===== src/rtl/bip_control.sv =====
// Control unit for the accumulator processor: program counter, RUN/HALT FSM,
// combinational instruction decode and a saturating executed-instruction counter.
module bip_control #(
   parameter int PC_BITS  = 11,
   parameter int OPC_BITS = 5,
   parameter int OPR_BITS = 11,
   parameter int CNT_BITS = 16
) (
   input  logic                i_clock,
   input  logic                i_reset,
   input  logic                i_enable,
   input  logic [15:0]         i_instr,
   output logic [PC_BITS-1:0]  o_pc,
   output logic [OPR_BITS-1:0] o_operand,
   output logic [1:0]          o_sel_a,
   output logic                o_sel_b,
   output logic                o_op,
   output logic                o_wr_acc,
   output logic                o_wr_ram,
   output logic                o_rd_ram,
   output logic                o_halt,
   output logic [CNT_BITS-1:0] o_inst_count
);

   typedef enum logic {ST_RUN, ST_HALT} state_t;

   localparam logic [OPC_BITS-1:0] OPC_HLT  = OPC_BITS'(0);
   localparam logic [OPC_BITS-1:0] OPC_STO  = OPC_BITS'(1);
   localparam logic [OPC_BITS-1:0] OPC_LD   = OPC_BITS'(2);
   localparam logic [OPC_BITS-1:0] OPC_LDI  = OPC_BITS'(3);
   localparam logic [OPC_BITS-1:0] OPC_ADD  = OPC_BITS'(4);
   localparam logic [OPC_BITS-1:0] OPC_ADDI = OPC_BITS'(5);
   localparam logic [OPC_BITS-1:0] OPC_SUB  = OPC_BITS'(6);
   localparam logic [OPC_BITS-1:0] OPC_SUBI = OPC_BITS'(7);

   state_t              state_q, state_d;
   logic [PC_BITS-1:0]  pc_q, pc_d;
   logic [CNT_BITS-1:0] cnt_q, cnt_d;

   logic [OPC_BITS-1:0] opcode;
   logic                exec;
   logic                is_hlt;
   logic                dec_wr_acc, dec_wr_ram, dec_rd_ram;

   assign opcode    = i_instr[OPC_BITS+OPR_BITS-1 -: OPC_BITS];
   assign o_operand = i_instr[OPR_BITS-1:0];
   // Strobes are suppressed during reset even when the FSM reads RUN.
   assign exec      = !i_reset && i_enable && (state_q == ST_RUN);

   always_comb begin
      o_sel_a    = 2'b00;
      o_sel_b    = 1'b0;
      o_op       = 1'b0;
      dec_wr_acc = 1'b0;
      dec_wr_ram = 1'b0;
      dec_rd_ram = 1'b0;
      is_hlt     = 1'b0;
      case (opcode)
         OPC_HLT:  is_hlt = 1'b1;
         OPC_STO:  dec_wr_ram = 1'b1;
         OPC_LD: begin
            dec_rd_ram = 1'b1;
            dec_wr_acc = 1'b1;
         end
         OPC_LDI: begin
            o_sel_a    = 2'b01;
            dec_wr_acc = 1'b1;
         end
         OPC_ADD, OPC_SUB: begin
            o_sel_a    = 2'b10;
            o_op       = (opcode == OPC_SUB);
            dec_rd_ram = 1'b1;
            dec_wr_acc = 1'b1;
         end
         OPC_ADDI, OPC_SUBI: begin
            o_sel_a    = 2'b10;
            o_sel_b    = 1'b1;
            o_op       = (opcode == OPC_SUBI);
            dec_wr_acc = 1'b1;
         end
         default: ;
      endcase
   end

   assign o_wr_acc = exec && dec_wr_acc;
   assign o_wr_ram = exec && dec_wr_ram;
   assign o_rd_ram = exec && dec_rd_ram;

   always_comb begin
      state_d = state_q;
      pc_d    = pc_q;
      cnt_d   = cnt_q;
      if (exec) begin
         if (cnt_q != {CNT_BITS{1'b1}}) begin
            cnt_d = cnt_q + 1'b1;
         end
         if (is_hlt) begin
            state_d = ST_HALT;
         end else begin
            pc_d = pc_q + 1'b1;
         end
      end
   end

   always_ff @(posedge i_clock) begin
      if (i_reset) begin
         state_q <= ST_RUN;
         pc_q    <= '0;
         cnt_q   <= '0;
      end else begin
         state_q <= state_d;
         pc_q    <= pc_d;
         cnt_q   <= cnt_d;
      end
   end

   assign o_pc         = pc_q;
   assign o_halt       = (state_q == ST_HALT);
   assign o_inst_count = cnt_q;

endmodule


===== config.mk =====
export PLATFORM = sky130hd
export DESIGN_NAME = bip_control
export DESIGN_NICKNAME = d
export VERILOG_FILES = /design/src/rtl/bip_control.sv
export SDC_FILE = /design/constraint.sdc
export NUM_CORES = 1
export LEC_CHECK = 0
export ABC_AREA = 1
export ABC_CLOCK_PERIOD_IN_PS = 1800
export BUFFER_PORTS_ARGS = -buffer_cell sky130_fd_sc_hd__buf_2
export CAP_MARGIN = 20
export CORE_MARGIN = 8
export CORE_UTILIZATION = 49
export DETAILED_ROUTE_END_ITERATION = 7
export PLACE_DENSITY = 0.81
export SLEW_MARGIN = 30
export SYNTH_ARGS = -nofsm -noshare
export SYNTH_HDL_FRONTEND = slang
export SYNTH_SLANG_ARGS = --single-unit

===== constraint.sdc =====
create_clock -name i_clock -period 1.8 [get_ports i_clock]
set_input_delay 0.36 -clock i_clock [delete_from_list [all_inputs] [get_ports i_clock]]
set_output_delay 0.36 -clock i_clock [all_outputs]
set_load 0.03 [all_outputs]

==> summary.txt, run 1 <==
Pwr
  • Switching power of the nets: 0.296 mW
  • Sw Ratio: 24.9%
  • Max IR drop VDD: 0.354 mV
  • Power density over the cells: 606 mW/mm²
  • Power Total: 1.19 mW
  • Cell Int Power: 0.892 mW
  • Flop pwr share: 53.5%
  • Leak pwr: 0.904 nW
  • Clock power share: 36.2%
  • Gate power share: 10.3%

Setup path
  • CP Data Arrival Time: 1.36 ns
  • Worst EP required: 1.44 ns
  • Startpoint types: flip-flop
  • Critical path peak fanout: 4
  • WS Path Type: reg -> out
  • Critical Path End Type: output pin

Route
  • Vias: 1647
  • Drt initial violations: 104
  • Drt total wl: 3.67 mm
  • DRC Markers: 0
  • Remaining antenna violation count: 0
  • Vias per inst: 4.90
  • WL/cell: 10.9 µm
  • Drt first pass iters: 4

Timing
  • Final setup fails: 0
  • Tcrit/Tclk final: 95.5%
  • Hold Fails Final Rpt: 0
  • Final Skew: 0.00477 ns
  • Rel. slew slack: 73.9%
  • Fmax: 581 MHz
  • Slew Viols, Final: 0
  • Slew @ Worst Pin: 0.387 ns
  • RSZ-0062 raised after global routing: false
  • Fin crit period: 1.72 ns
  • Setup_tns: 0 ns

Yosys
  • Syn Inst Count: 257
  • Top cells by area in the synthesized netlist: dfxtp_1 33%, nand2_1 12%, nor2_1 11%
  • Complex-gate fraction of the synthesized area: 8.28%
  • Synth Area in XOR/XNOR: 0%
  • Syn Area/Cell: 6.70 µm²
  • Post-synth top area cell: dfxtp_1
  • Largest family of logic cells by synthesized area: simple AND/OR/NAND/NOR gates
  • Synthesized Nets: 278
  • Post-synthesis simple-gate area fraction: 43.7%
  • Number of synthesized register bits: 28
  • Synthesized area: 0.00172 mm²
  • EDFF count, synth: 0
  • Register area share after synthesis: 32.6%
  • Adder-cell share of the synthesized area: 1.45%
  • Syn. warnings: 0
  • Yosys cell types: 24
  • Top-area cell type share of the netlist area: 32.6%
  • Asr flop ratio synth: 0%
  • Mux share of post-synthesis cell area: 0%
  • Primary FF master, synth: dfxtp_1

Place
  • GP Congestion: 0.862
  • Port Buffers: 42
  • Detail Placement HPWL: 2.78 mm

Layout
  • Final net count: 312
  • Antenna Cells: 0
  • Most common cell after layout, fill and taps aside: nand2_1
  • Area growth from synthesis to layout: 13.7%
  • Share of post-route cells with drive strength above 1: 25.2%
  • Most frequent cells in the layout: 53 x nand2_1, 49 x nor2_1, 41 x buf_2

Global routing
  • Pin count of the biggest net entering global routing: 27
  • GR Overflow Total: 0
  • Antenna violations before repair: 0
  • First-pass GRT wire length: 5.98 mm
  • Number of global-route vias before repair: 1410
  • Total GRT Usage: 13.2%

Clock network
  • Clock Sink Count: 28
  • CTS tree: yes
  • CTS max path bufs: 2
  • Root buf cell: clkbuf_4
  • H-tree levels: 1
  • Clock transition at path regs: 0.16 ns
  • Worst skew pair latency: 0.34 ns
  • Cts bufs inserted: 3

Flow run
  • Max cap viols: 0

Min path
  • Hold Crit Class: in -> reg

Floorplan
  • Die area: 0.00567 mm²
  • Core box area: 0.00336 mm²
  • Die Y-Extent: 75.3 µm
  • Rows: 21
  • I/O pin count: 65
  • Initial Util: 51.2%
  • Die width: 75.3 µm

Outcome
  • Status: complete, no violations
cells by family after synthesis:
kind of cell | after synthesis
and+or+nand+nor | 156
buffers and inverters | 44
DFF | 28
AOI/OAI and AO/OA | 27
adders and majority gates | 2
cell type report:
type | count | area [µm²]
sequential | 28 | 562
clock inverter | 1 | 30.0
fill | 353 | 1410
multi-input combinational | 185 | 945
timing repair buffer | 44 | 228
clock buffer | 3 | 22.5
tap | 46 | 57.6
inverter | 29 | 114
metal layers:
layer / GRT usage [%] / part of all wire (%)
met5: 0 / 0
met4: 5.12 / 1.5
met3: 2.93 / 5.7
met2: 20.8 / 45
met1: 16.9 / 48
flip-flops by register name, indices dropped and copies added, names as in the netlist:
name	flops
o_inst_count	16
o_pc	11
o_halt	1
timing repair:
action | in CTS | in global routing
hold buffers | 0 | 0
endpoints found under the setup margin | 3 | 3
pin swaps | 0 | 1
gates resized for setup | 3 | 0
gates cloned | 0 | 0
buffers inserted | 0 | 1
through the flow:
step | utilization, % | cell area, µm² | setup slack (ns) | hold slack, ns | std cells
finish | 58.2 | 1960 | 0.0802 | 0.222 | 336
global route | 58.2 | 1960 | 0.00962 | 0.217 | 336
CTS | 58.0 | 1950 | 0.0144 | 0.213 | 335
detailed placement | 56.1 | 1890 | 0.199 | 0.487 | 331
global placement | 56.1 | 1890 | 0.209 | 0.482 | 331
floorplan | - | 1740 | 0.0481 | 0.436 | 257
synthesized netlist by cell type, types with 3 or more instances:
library cell,instances
inv_1,27
a21oi_1,17
nor2_2,4
buf_4,11
nand3_1,27
nand3_2,4
nand2_1,53
nor2_4,3
buf_6,4
nand2_4,3
o21ai_0,3
dfxtp_1,28
nor3_1,7
o21ai_1,4
nor2_1,49
power by group through the flow:
stage	Sequential (mW)	Clock, mW	Combinational, mW
floorplan	0.662	0	0.118
detailed placement	0.649	0	0.119
global placement	0.648	0	0.117
CTS	0.636	0.437	0.121
global route	0.637	0.459	0.136
finish	0.635	0.430	0.122
worst paths after layout:
kind / cells after the start / endpoint / from / slack, ns
min reg2reg: 2 / o_pc[6] / o_pc[6] / 0.51
max: 4 / o_rd_ram / o_halt / 0.08
min: 2 / o_pc[4] / i_reset / 0.22
max reg2reg: 6 / o_inst_count[13] / o_inst_count[0] / 0.22
critical path, cell delays in order (launching register included):
cell and delay [ns]:
dfxtp_2 0.38, inv_1 0.11, nand3_4 0.11, nor4_2 0.21, buf_4 0.20
No activity file was read; power rests on OpenSTA's default activity.
==> run 2: changes to the inputs <==
--- a/config.mk
+++ b/config.mk
@@ -10,9 +10,10 @@
 export BUFFER_PORTS_ARGS = -buffer_cell sky130_fd_sc_hd__buf_2
 export CAP_MARGIN = 20
 export CORE_MARGIN = 8
-export CORE_UTILIZATION = 49
+export CORE_UTILIZATION = 51
+export CTS_BUF_LIST = sky130_fd_sc_hd__clkbuf_8
 export DETAILED_ROUTE_END_ITERATION = 7
-export PLACE_DENSITY = 0.81
+export PLACE_DENSITY = 0.84
 export SLEW_MARGIN = 30
 export SYNTH_ARGS = -nofsm -noshare
 export SYNTH_HDL_FRONTEND = slang
==> summary.txt, run 2 (same netlist as run 1, synthesis figures left out) <==
Layout
  • Most frequent cells in the layout: 53 x nand2_1, 49 x nor2_1, 42 x buf_2
  • Largest register FFs: 16 (unchanged)
  • Area growth from synthesis to layout: 14.2%
  • Final net count: 312 (unchanged)
  • Antenna Cells: 0 (unchanged)
  • Most common cell after layout, fill and taps aside: nand2_1
  • Share of post-route cells with drive strength above 1: 24.8% (-0.34 points)

Timing
  • RSZ-0062 raised after global routing: false
  • Final Skew: 0.00309 ns (-0.00168 ns)
  • Rel. slew slack: 73.1% (-0.80 points)
  • Tcrit/Tclk final: 93.6% (-2.0 points)
  • Fmax: 594 MHz (+2.1%)
  • Hold Fails Final Rpt: 0 (unchanged)
  • Final setup fails: 0 (unchanged)
  • Setup_tns: 0 ns (unchanged)
  • Fin crit period: 1.68 ns (-0.0353 ns)
  • Final hold slack: 0.297 ns (+0.0750 ns)
  • Slew Viols, Final: 0 (unchanged)
  • Slew @ Worst Pin: 0.400 ns (+0.0130 ns)

Setup path
  • Startpoint types: flip-flop
  • Critical path's slowest cell: dfxtp_1
  • Worst EP required: 1.44 ns (about the same)
  • Crit path cell chain: inv_1, nand3_2, nor4_2, buf_2
  • CP Data Arrival Time: 1.32 ns (-0.04 ns)
  • Critical Path End Type: output pin
  • WS Path Type: reg -> out
  • Max incr delay on CP: 0.38 ns (about the same)
  • Critical path peak fanout: 4 (unchanged)

Route
  • WL/cell: 11.5 µm (+5.6%)
  • Drt first pass iters: 4 (unchanged)
  • Remaining antenna violation count: 0 (unchanged)
  • Vias per inst: 5.03 (+2.6%)
  • Drt total wl: 3.87 mm (+5.6%)
  • Vias: 1689 (+2.6%)
  • DRC Markers: 0 (unchanged)
  • Drt initial violations: 128 (+23%)

Clock network
  • Post_cts resized: 0 (-3)
  • Worst skew pair latency: 0.28 ns (-0.06 ns)
  • Post-CTS Setup Inserts: 0 (unchanged)
  • Clock Sink Count: 28 (unchanged)
  • H-tree levels: 1 (unchanged)
  • Root buf cell: clkbuf_8
  • Clock transition at path regs: 0.10 ns (-0.06 ns)
  • CTS Hold Bufs: 0 (unchanged)
  • Cts bufs inserted: 3 (unchanged)
  • CTS tree: yes
  • CTS max path bufs: 2 (unchanged)

Floorplan
  • Core box area: 0.00328 mm² (-2.3%)
  • Die area: 0.00549 mm² (-3.1%)
  • Die Y-Extent: 74.1 µm (-1.6%)
  • Initial Util: 52.4% (+1.2 points)
  • I/O pin count: 65 (unchanged)
  • Die width: 74.1 µm (-1.6%)
  • Rows: 21 (unchanged)

Pwr
  • Max IR drop VDD: 0.408 mV (+15%)
  • Leak pwr: 0.910 nW (+0.73%)
  • Power density over the cells: 641 mW/mm² (+5.7%)

Global routing
  • First-pass GRT wire length: 6.65 mm (+11%)
  • GR Overflow Total: 0 (unchanged)
  • Antenna violations before repair: 0 (unchanged)
  • Total GRT Usage: 14.8% (+1.6 points)
  • Number of global-route vias before repair: 1547 (+9.7%)
  • Pin count of the biggest net entering global routing: 24 (-11%)

Place
  • Port Buffers: 42 (unchanged)
  • Detail Placement HPWL: 3.00 mm (+8.1%)
  • GP Congestion: 0.766 (-11%)

Flow run
  • Max cap viols: 0 (unchanged)

Outcome
  • Status: complete, no violations

Min path
  • Hold Crit Class: in -> reg
run 2: cell counts in the layout (fill, tap and decap cells not counted):
Identical to the previous run, type by type.
run 2: final timing paths:
kind / from / endpoint / slack (ns) / depth (start not counted)
min: i_reset / o_pc[4] / 0.30 / 2
max: o_halt / o_rd_ram / 0.12 / 4
max reg2reg: o_inst_count[0] / o_inst_count[5] / 0.20 / 6
min reg2reg: o_pc[0] / o_pc[0] / 0.51 / 1
run 2: critical path: cells and delay by family, from the launching register on:
kind | cells | cell delay, ns
and+or+nand+nor | 2 | 0.33
DFF | 1 | 0.38
buffers and inverters | 2 | 0.34
run 2: where the power goes:
part	switching (mW)	internal (mW)	leakage (nW)
clock	0.207	0.298	0.0357
sequential	0.00783	0.626	0.226
combinational	0.0828	0.0381	0.649
total	0.298	0.963	0.910
run 2: cell type report:
class | count | area [µm²]
Tap cell | 46 | 57.6
Multi-Input combinational cell | 185 | 937
Inverter | 29 | 114
Timing Repair Buffer | 44 | 225
Clock buffer | 3 | 41.3
Clock inverter | 1 | 30.0
Fill cell | 323 | 1320
Sequential cell | 28 | 561
run 2: stage by stage:
stage	setup WS, ns	utilization, %	total power, mW	instances	instance area (µm²)
after floorplan	0.0481	-	0.780	257	1740
after global placement	0.228	57.7	0.766	332	1890
after detailed placement	0.209	57.7	0.770	332	1890
after CTS	0.0960	59.8	1.28	336	1970
after global routing	0.0193	59.8	1.31	336	1970
final	0.116	59.8	1.26	336	1970
run 2: layer usage:
| layer | track usage, % | part of all wire, % | wire, µm |
|---|---|---|---|
| met1 | 16.3 | 43 | 1680 |
| met2 | 26.9 | 50 | 1930 |
| met3 | 3.37 | 5.7 | 222 |
| met4 | 4.88 | 0.77 | 30 |
| met5 | 0 | 0 | 0 |
